<file path="config.mk">
export PLATFORM = sky130hd
export DESIGN_NAME = spi_slave_engine
export DESIGN_NICKNAME = d
export VERILOG_FILES = /design/src/rtl/spi_pkg.sv /design/src/rtl/spi_sync_edge.sv /design/src/rtl/spi_slave_engine.sv
export SDC_FILE = /design/constraint.sdc
export NUM_CORES = 1
export LEC_CHECK = 0
export CAP_MARGIN = 20
export CORE_ASPECT_RATIO = 1.5
export CORE_MARGIN = 5
export CORE_UTILIZATION = 43
export DETAILED_ROUTE_END_ITERATION = 7
export GPL_ROUTABILITY_DRIVEN = 0
export PLACE_DENSITY = 0.68
export REMOVE_ABC_BUFFERS = 1
export SKIP_CTS_REPAIR_TIMING = 1
export SYNTH_ARGS = -nofsm -noshare
export SYNTH_HDL_FRONTEND = slang
export SYNTH_HIERARCHICAL = 1
export SYNTH_SLANG_ARGS = --single-unit
export TNS_END_PERCENT = 20
</file>
<file path="constraint.sdc">
create_clock -name clk -period 1.8 [get_ports clk]
set_input_delay 0.45 -clock clk [delete_from_list [all_inputs] [get_ports clk]]
set_output_delay 0.45 -clock clk [all_outputs]
set_load 0.01 [all_outputs]
</file>
<file path="src/rtl/spi_pkg.sv">
// Shared types and helpers for the SPI responder: FSM states, mode-bit
// encodings and the CPOL/CPHA to edge-polarity mapping.
package spi_pkg;

  typedef enum logic {
    IDLE   = 1'b0,
    ACTIVE = 1'b1
  } state_e;

  localparam logic CPHA_LEAD_SAMPLE = 1'b0;
  localparam logic ORDER_LSB_FIRST  = 1'b1;

  typedef struct packed {
    logic sample_rise;
    logic shift_rise;
  } edge_pol_t;

  // Leading edge leaves the CPOL level: CPOL=0 leads on rise, CPOL=1 on fall.
  function automatic edge_pol_t edge_pol(input logic cpol, input logic cpha);
    edge_pol_t p;
    p.sample_rise = ~(cpol ^ cpha);
    p.shift_rise  = cpol ^ cpha;
    return p;
  endfunction

endpackage

</file>
<file path="src/rtl/spi_sync_edge.sv">
// N-stage synchronizer for an asynchronous pin with single-cycle rise/fall
// pulses derived from the synchronized value.
module spi_sync_edge #(
  parameter int   Stages = 2,
  parameter logic RstVal = 1'b0
) (
  input  logic clk,
  input  logic rst_n,
  input  logic d_i,
  output logic rise_o,
  output logic fall_o
);

  logic [Stages-1:0] sync_q;
  logic              prev_q;

  always_ff @(posedge clk or negedge rst_n) begin
    if (!rst_n) begin
      sync_q <= {Stages{RstVal}};
      prev_q <= RstVal;
    end else begin
      sync_q <= {sync_q[Stages-2:0], d_i};
      prev_q <= sync_q[Stages-1];
    end
  end

  assign rise_o = sync_q[Stages-1] & ~prev_q;
  assign fall_o = ~sync_q[Stages-1] & prev_q;

endmodule

</file>
<file path="src/rtl/spi_slave_engine.sv">
// SPI responder: oversamples SCLK/CSn/MOSI in the clk domain, assembles
// received words and shifts out a one-word-buffered transmit word on MISO.
module spi_slave_engine
  import spi_pkg::*;
#(
  parameter int WordLen    = 8,
  parameter int SyncStages = 2
) (
  input  logic               clk,
  input  logic               rst_n,
  input  logic               SCLK,
  input  logic               CSn,
  input  logic               MOSI,
  output logic               MISO,
  output logic               MISO_OE,
  input  logic               CPOL,
  input  logic               CPHA,
  input  logic               BitOrder,
  input  logic [WordLen-1:0] TxData,
  input  logic               TxLoad,
  output logic               TxReady,
  output logic [WordLen-1:0] RxData,
  output logic               RxValid,
  output logic               Underrun,
  output logic               Busy
);

  localparam int              CntW    = $clog2(WordLen);
  localparam logic [CntW-1:0] LastBit = CntW'(WordLen - 1);

  logic sclk_rise, sclk_fall, cs_rise, cs_fall;

  spi_sync_edge #(.Stages(SyncStages), .RstVal(1'b0)) u_sclk_sync (
    .clk(clk), .rst_n(rst_n), .d_i(SCLK), .rise_o(sclk_rise), .fall_o(sclk_fall)
  );

  spi_sync_edge #(.Stages(SyncStages), .RstVal(1'b1)) u_csn_sync (
    .clk(clk), .rst_n(rst_n), .d_i(CSn), .rise_o(cs_rise), .fall_o(cs_fall)
  );

  state_e               state_q;
  logic [SyncStages-1:0] mosi_q;
  logic                 cpol_q, cpha_q, order_q;
  logic [CntW-1:0]      cnt_q;
  logic [WordLen-1:0]   rx_shift_q, tx_shift_q, tx_buf_q, rx_data_q;
  logic                 tx_full_q, rx_done_q, miso_q, rx_valid_q, underrun_q;

  edge_pol_t          pol;
  logic               active, select, deselect, sample_ev, shift_ev, load_pt;
  logic               mosi_s, out_bit, lsb_first;
  logic [WordLen-1:0] rx_next, tx_next, tx_buf_d;
  logic               tx_full_d;

  assign pol       = edge_pol(cpol_q, cpha_q);
  assign active    = (state_q == ACTIVE);
  assign select    = !active && cs_fall;
  assign deselect  = active && cs_rise;
  assign sample_ev = active && !cs_rise && (pol.sample_rise ? sclk_rise : sclk_fall);
  assign shift_ev  = active && !cs_rise && (pol.shift_rise ? sclk_rise : sclk_fall);
  // Word boundaries: select (CPHA=0 only) and any shift edge with the counter wrapped.
  assign load_pt   = (select && (CPHA == CPHA_LEAD_SAMPLE)) || (shift_ev && (cnt_q == '0));

  assign mosi_s    = mosi_q[SyncStages-1];
  assign lsb_first = (order_q == ORDER_LSB_FIRST);
  assign rx_next   = lsb_first ? {mosi_s, rx_shift_q[WordLen-1:1]}
                               : {rx_shift_q[WordLen-2:0], mosi_s};
  assign tx_next   = lsb_first ? {1'b0, tx_shift_q[WordLen-1:1]}
                               : {tx_shift_q[WordLen-2:0], 1'b0};
  assign out_bit   = lsb_first ? tx_shift_q[0] : tx_shift_q[WordLen-1];

  // A load point frees the buffer in the same cycle, so a coincident TxLoad lands.
  always_comb begin
    tx_full_d = tx_full_q;
    tx_buf_d  = tx_buf_q;
    if (load_pt) tx_full_d = 1'b0;
    if (TxLoad && (!tx_full_q || load_pt)) begin
      tx_full_d = 1'b1;
      tx_buf_d  = TxData;
    end
  end

  always_ff @(posedge clk or negedge rst_n) begin
    if (!rst_n) begin
      state_q    <= IDLE;
      mosi_q     <= '0;
      cpol_q     <= 1'b0;
      cpha_q     <= 1'b0;
      order_q    <= 1'b0;
      cnt_q      <= '0;
      rx_shift_q <= '0;
      tx_shift_q <= '0;
      tx_buf_q   <= '0;
      tx_full_q  <= 1'b0;
      rx_done_q  <= 1'b0;
      rx_data_q  <= '0;
      rx_valid_q <= 1'b0;
      underrun_q <= 1'b0;
      miso_q     <= 1'b0;
    end else begin
      mosi_q     <= {mosi_q[SyncStages-2:0], MOSI};
      tx_full_q  <= tx_full_d;
      tx_buf_q   <= tx_buf_d;
      rx_done_q  <= 1'b0;
      underrun_q <= 1'b0;
      rx_valid_q <= rx_done_q;
      if (rx_done_q) rx_data_q <= rx_shift_q;
      miso_q     <= active ? out_bit : 1'b0;

      if (select) begin
        state_q <= ACTIVE;
        cpol_q  <= CPOL;
        cpha_q  <= CPHA;
        order_q <= BitOrder;
        cnt_q   <= '0;
      end else if (deselect) begin
        state_q    <= IDLE;
        cnt_q      <= '0;
        tx_shift_q <= '0;
      end else begin
        if (sample_ev) begin
          rx_shift_q <= rx_next;
          cnt_q      <= (cnt_q == LastBit) ? '0 : cnt_q + 1'b1;
          if (cnt_q == LastBit) rx_done_q <= 1'b1;
        end
        if (shift_ev && !load_pt) tx_shift_q <= tx_next;
      end

      if (load_pt) begin
        tx_shift_q <= tx_full_q ? tx_buf_q : '0;
        underrun_q <= !tx_full_q;
      end
    end
  end

  assign MISO     = miso_q & active;
  assign MISO_OE  = active;
  assign Busy     = active;
  assign TxReady  = !tx_full_q;
  assign RxData   = rx_data_q;
  assign RxValid  = rx_valid_q;
  assign Underrun = underrun_q;

endmodule

</file>
## Yosys cells after proc, flatten, opt, wreduce, memory -nomap -nowiden

Cells that the tools add are included.

| word-level totals | value |
|---|---|
| output and inout port bits | 14 |
| word-level logic and storage cells | 81 |
| register bits | 52 |
| bits of input ports | 17 |

| operators by class | value |
|---|---|
| bitwise operators | 13 |
| add/subtract/negate cells | 1 |
| equality and inequality tests | 2 |
| multiplexer cells | 24 |
| reduce and logical (&&, ||, !) cells | 22 |

Operators by type and width:

| cell | number |
|---|---|
| $mux W8 | 7 |
| $mux W1 | 13 |
| $mux W3 | 4 |
| $logic_and A1 B1 Y1 | 9 |
| $not A1 Y1 | 7 |
| $reduce_bool A3 Y1 | 2 |
| $and A1 B1 Y1 | 5 |
| $logic_not A1 Y1 | 4 |
| $reduce_bool A2 Y1 | 2 |
| $add A3 B1 Y3 const B | 1 |
| $eq A3 B3 Y1 const B | 1 |
| $logic_not A3 Y1 | 1 |
| $reduce_and A3 Y1 | 1 |
| $logic_or A1 B1 Y1 | 2 |
| $ne A2 B1 Y1 const B | 1 |
| $reduce_and A2 Y1 | 1 |
| $xor A1 B1 Y1 | 1 |

## Depth between registers and ports, before layout

| depth | value |
|---|---|
| depth after elaboration | 13 |
| gate-level depth with buffers | 7 |
| mapped depth without buffers | 7 |

## Cells and area by module

The synthesis kept the hierarchy.

By module, submodules not included:

| module | area each (sq um) | cells each | times used | sequential area each (sq um) |
|---|---|---|---|---|
| spi_slave_engine | 2132.0 | 183 | 1 | 1151.1 |
| spi_sync_edge at u_csn_sync | 93.8 | 5 | 1 | 78.8 |
| spi_sync_edge at u_sclk_sync | 90.1 | 5 | 1 | 75.1 |

## Worst setup path before layout

OpenSTA, ideal clock, no wires.

| timing | value |
|---|---|
| kind | flip-flop to flip-flop |
| start point | register u_csn_sync.sync_q[1] |
| end point | register tx_buf_q[0] |
| slack | -95 ps |
| path buffers | 1 |
| data arrival time | 1770 ps |
| setup time | 125 ps |
| clock period less this slack | 1895 ps |
| data required time | 1675 ps |
| cell stages (with the launch flop) | 7 |
| path through | dfstp_2 > nor2b_1 > and4bb_2 > nand2b_4 > a31o_1 > buf_4 > mux2_4 |

| between the ends | value |
|---|---|
| word-level cells in the longest chain between the ends | 8 |
| elaborated cells between the ends (all ways) | 12 |
| classes of those cells | bitwise (3); reduce/logical (9) |

Ends and longest elaborated chain:

| element | RTL line | source |
|---|---|---|
| start, declared | spi_sync_edge.sv:14 | `logic [Stages-1:0] sync_q;` |
| start signal, assigned | spi_sync_edge.sv:19 | `sync_q <= {Stages{RstVal}};` |
| start signal, assigned | spi_sync_edge.sv:22 | `sync_q <= {sync_q[Stages-2:0], d_i};` |
| $and A1 B1 Y1 | spi_sync_edge.sv:27 | `assign rise_o = sync_q[Stages-1] & ~prev_q;` |
| net cs_rise | spi_slave_engine.sv:31 | `logic sclk_rise, sclk_fall, cs_rise, cs_fall;` |
| $logic_not A1 Y1 | spi_slave_engine.sv:59 | `assign shift_ev = active && !cs_rise && (pol.shift_rise ? sclk_rise : sclk_fall);` |
| $logic_and A1 B1 Y1 (2 in a row) | spi_slave_engine.sv:59 |  |
| $logic_and A1 B1 Y1 | spi_slave_engine.sv:61 | `assign load_pt = (select && (CPHA == CPHA_LEAD_SAMPLE)) \|\| (shift_ev && (cnt_q == '0));` |
| $logic_or A1 B1 Y1 | spi_slave_engine.sv:61 |  |
| $logic_or A1 B1 Y1 | spi_slave_engine.sv:76 | `if (TxLoad && (!tx_full_q \|\| load_pt)) begin` |
| $logic_and A1 B1 Y1 | spi_slave_engine.sv:76 |  |
| end signal, assigned | spi_slave_engine.sv:102 | `tx_buf_q <= tx_buf_d;` |
| end, declared | spi_slave_engine.sv:45 | `logic [WordLen-1:0] rx_shift_q, tx_shift_q, tx_buf_q, rx_data_q;` |

The timed path passes the listed nets, and every way through them passes these cells.
A chain may end at the register's enable or synchronous reset.

## Worst setup path in the final report

| timing | value |
|---|---|
| start point | register u_csn_sync.prev_q |
| end point | register tx_buf_q[1] |

| between the ends | value |
|---|---|
| word-level cells in the longest chain between the ends | 9 |
| elaborated cells between the ends (all ways) | 12 |
| classes of those cells | bitwise (3); reduce/logical (9) |

Ends and longest elaborated chain:

| element | RTL line | source |
|---|---|---|
| start, declared | spi_sync_edge.sv:15 | `logic prev_q;` |
| start signal, assigned | spi_sync_edge.sv:20 | `prev_q <= RstVal;` |
| start signal, assigned | spi_sync_edge.sv:23 | `prev_q <= sync_q[Stages-1];` |
| $not A1 Y1 | spi_sync_edge.sv:27 |  |
| $and A1 B1 Y1 | spi_sync_edge.sv:27 |  |
| net cs_rise | spi_slave_engine.sv:31 |  |
| $logic_not A1 Y1 | spi_slave_engine.sv:59 |  |
| $logic_and A1 B1 Y1 (2 in a row) | spi_slave_engine.sv:59 |  |
| $logic_and A1 B1 Y1 | spi_slave_engine.sv:61 |  |
| $logic_or A1 B1 Y1 | spi_slave_engine.sv:61 |  |
| $logic_or A1 B1 Y1 | spi_slave_engine.sv:76 |  |
| $logic_and A1 B1 Y1 | spi_slave_engine.sv:76 |  |

The timed path passes the listed nets, and every way through them passes these cells.

==> qor.yml <==
rsz0062_at_grt: "yes"
grt_usage: 0.126
pwr-share-comb: 0.371
cp_data_arrival_time_ps: 2020
die_area_mm2: 0.00698
antenna_cells: 0
clock_path_buffers: 2
start_kind: "register"
synth_cells: 193
p_int_mw: 2.85
max_cap_viol_count: 0
drc: 0
crit_buf_inv: 1
swShare: 0.316
vdd_drop_max_mv: 0.741
hold_viol: 0
hpwlAfterDp_mm: 2.93
num-fill-cells: 432
grt_pass1_wl_mm: 7.16
area_growth_pct: 35.2
drv_slew: 0
clock-root-buffer: "clkbuf_8"
crit_slowest_cell: "dfstp_2"
cts_tree: "done"
grt_pass1_vias: 1567
drive_above_1_share: 0.336
period_needed_ps: 1820
fin_util: 0.602
start_util: 0.445
max_slew.worst_pin.slew_ps: 359
wirelength_mm: 4.37
yosys-top-cells-area: "dfrtp_1, mux2_2, mux2_4, mux2i_1, nor2_1"
crit_path_max_fanout: 8
ys_ff_latch: 52
hold_slack_ps: 125
hold_class: "in -> async"
die_h_um: 99.9
ys_warn_count: 6
seq_power_share: 0.436
netlist-cell-type-count: 32
place_area_mm2: 0.00283
grt_start_max_net_pins: 53
io_buffers: 30
post-place-ws_ps: -574
netlist.top_cell.by_area: "dfrtp_1"
core_area_mm2: 0.00520
cts_buffers: 5
max_stage_delay_ps: 550
rows: 32
syn_avg_cell_area_um2: 12.0
setup_viol: 8
num_vias: 1611
status: "finished, violations left"
ys_seq_area_frac: 0.563
final_antenna_net_count: 0
power_density_mw_per_mm2: 1330
crit_path_end_kind: "register"
avgViaCountPerCell: 5.07
wl_per_cell_um: 13.7
ys.flop_type: "dfrtp_1"
synth_edf_count: 0
critPathTopFamily: "flip-flops"
worstSetupPathType: "reg -> reg"
antenna_found_initial: 0
async_reset_ff_frac: 1.00
skew_ps: 11.4
final_nets: 269
violations: "setup timing"
fin_area_mm2: 0.00313
clk_pin_slew_ps: 90
worstSkewPairLatency_ps: 310
relSlewSlack: 0.760
htree_levels: 2
clock_power_share: 0.193
setup_ws_ps: -23.7
max_freq_mhz: 548
dr.pass1.iters: 4
yosysTopAreaCellShare: 0.529
die_width_um: 69.9
syn_area_mm2: 0.00232
cts_sinks: 52
io_pins: 31
netSwitchingPower_mw: 1.32
drtIter0Drc: 75
p_leak_nw: 1.44
fin_crit_sh: 1.01
path_cells: "buf_4 > nor2b_4 > and4bb_2 > nand2b_4 > a31o_4 > mux2_4"
grt-ovfl-total: 0
crit_required_ps: 1990
[cells in the mapped netlist, drive strengths merged (2+ instances only)]
cell and instances:
nor2b 4, dfrtp 49, a21oi 12, nand2b 2
o21ai 5, inv 6, a32oi 2, a22oi 6
nor2 22, ha 3, and2b 2, clkbuf 4
dfstp 3, mux2i 11, nand2 17, mux2 24
a31oi 8, nor3b 2, buf 5
[kinds of logic (layout without fill, tap and decap cells)]
kind of cell / after synthesis / after routing / share of synthesized area
xor+xnor: 1 / 1 / 0.00703
simple gates: 52 / 52 / 0.112
mux: 35 / 35 / 0.177
fa+ha+maj: 3 / 3 / 0.0162
compound gates: 35 / 35 / 0.0945
buf+inv: 15 / 72 / 0.0297
flops: 52 / 52 / 0.563
[area by class of cell]
type | count | area [µm²] | area share
sequential | 52 | 1310 | 0.417
multi-input combinational | 126 | 1030 | 0.328
timing repair buffer | 58 | 574 | 0.183
tap | 68 | 85.1 | 0.0272
clock buffer | 5 | 68.8 | 0.0220
clock inverter | 3 | 46.3 | 0.0148
inverter | 6 | 22.5 | 0.00719
[per-stage QoR]
stage | std cells | power, mW | TNS, ps
6_report | 318 | 4.17 | -173
2_1_floorplan | 184 | 2.67 | -2160
3_3_place_gp | 302 | 3.12 | -6540
4_1_cts | 310 | 3.99 | -6430
5_1_grt | 318 | 4.47 | -745
3_5_place_dp | 302 | 3.17 | -6810
[registers in the layout (all words and copies together) (netlist names), 2 cells and up]
signal / count
RxData: 8
cnt_q: 3
mosi_q: 2
rx_shift_q: 8
tx_buf_q: 8
tx_shift_q: 8
u_csn_sync/sync_q: 2
u_sclk_sync/sync_q: 2
[layout by cell type (no fill, tap or decap), types with 2 or more instances in the layout]
cell              n
mux2_4            8
nor2_2            3
and2b_2           2
mux2i_1          10
nand2b_4          2
a22oi_2           2
dlymetal6s2s_1    4
inv_1             6
dfstp_2           3
clkdlybuf4s50_1  25
mux2_2           16
o21ai_0           5
ha_1              3
nand2_1          17
nor2_1           19
nor2b_1           2
a22oi_1           4
a31oi_1           8
nor2b_4           2
buf_12            3
buf_4            23
a32oi_1           2
dfrtp_1          48
a21oi_1          11
clkbuf_8          5
[power by group through the flow]
stage	combinational, mW	clock (mW)	sequential (mW)
5_1_grt	1.72	0.878	1.87
2_1_floorplan	0.887	0	1.78
6_report	1.55	0.806	1.82
4_1_cts	1.34	0.834	1.81
3_5_place_dp	1.33	0	1.84
3_3_place_gp	1.30	0	1.82
[final timing paths]
kind,end,start,slack (ps),cells past startpoint
worst max register to register,tx_buf_q[1]$_DFFE_PN0P_,u_csn_sync/prev_q$_DFF_PN1_,-20,6
worst max-delay path,tx_buf_q[1]$_DFFE_PN0P_,u_csn_sync/prev_q$_DFF_PN1_,-20,6
worst min register to register,mosi_q[1]$_DFF_PN0_,mosi_q[0]$_DFF_PN0_,350,0
worst min-delay path,u_sclk_sync/sync_q[1]$_DFF_PN0_,rst_n,120,2
max in group asynchronous,u_csn_sync/prev_q$_DFF_PN1_,rst_n,1410,2
min in group clk,mosi_q[1]$_DFF_PN0_,mosi_q[0]$_DFF_PN0_,350,0
[metal layers]
metal	vias to the layer above	GRT usage	wire length [µm]
li1	786	-	-
met1	792	0.147	1800
met3	4	0.0271	145
met5	-	0	0
met2	29	0.223	2370
met4	0	0.0531	57
Note: power is estimated with default switching activity, not from simulation.
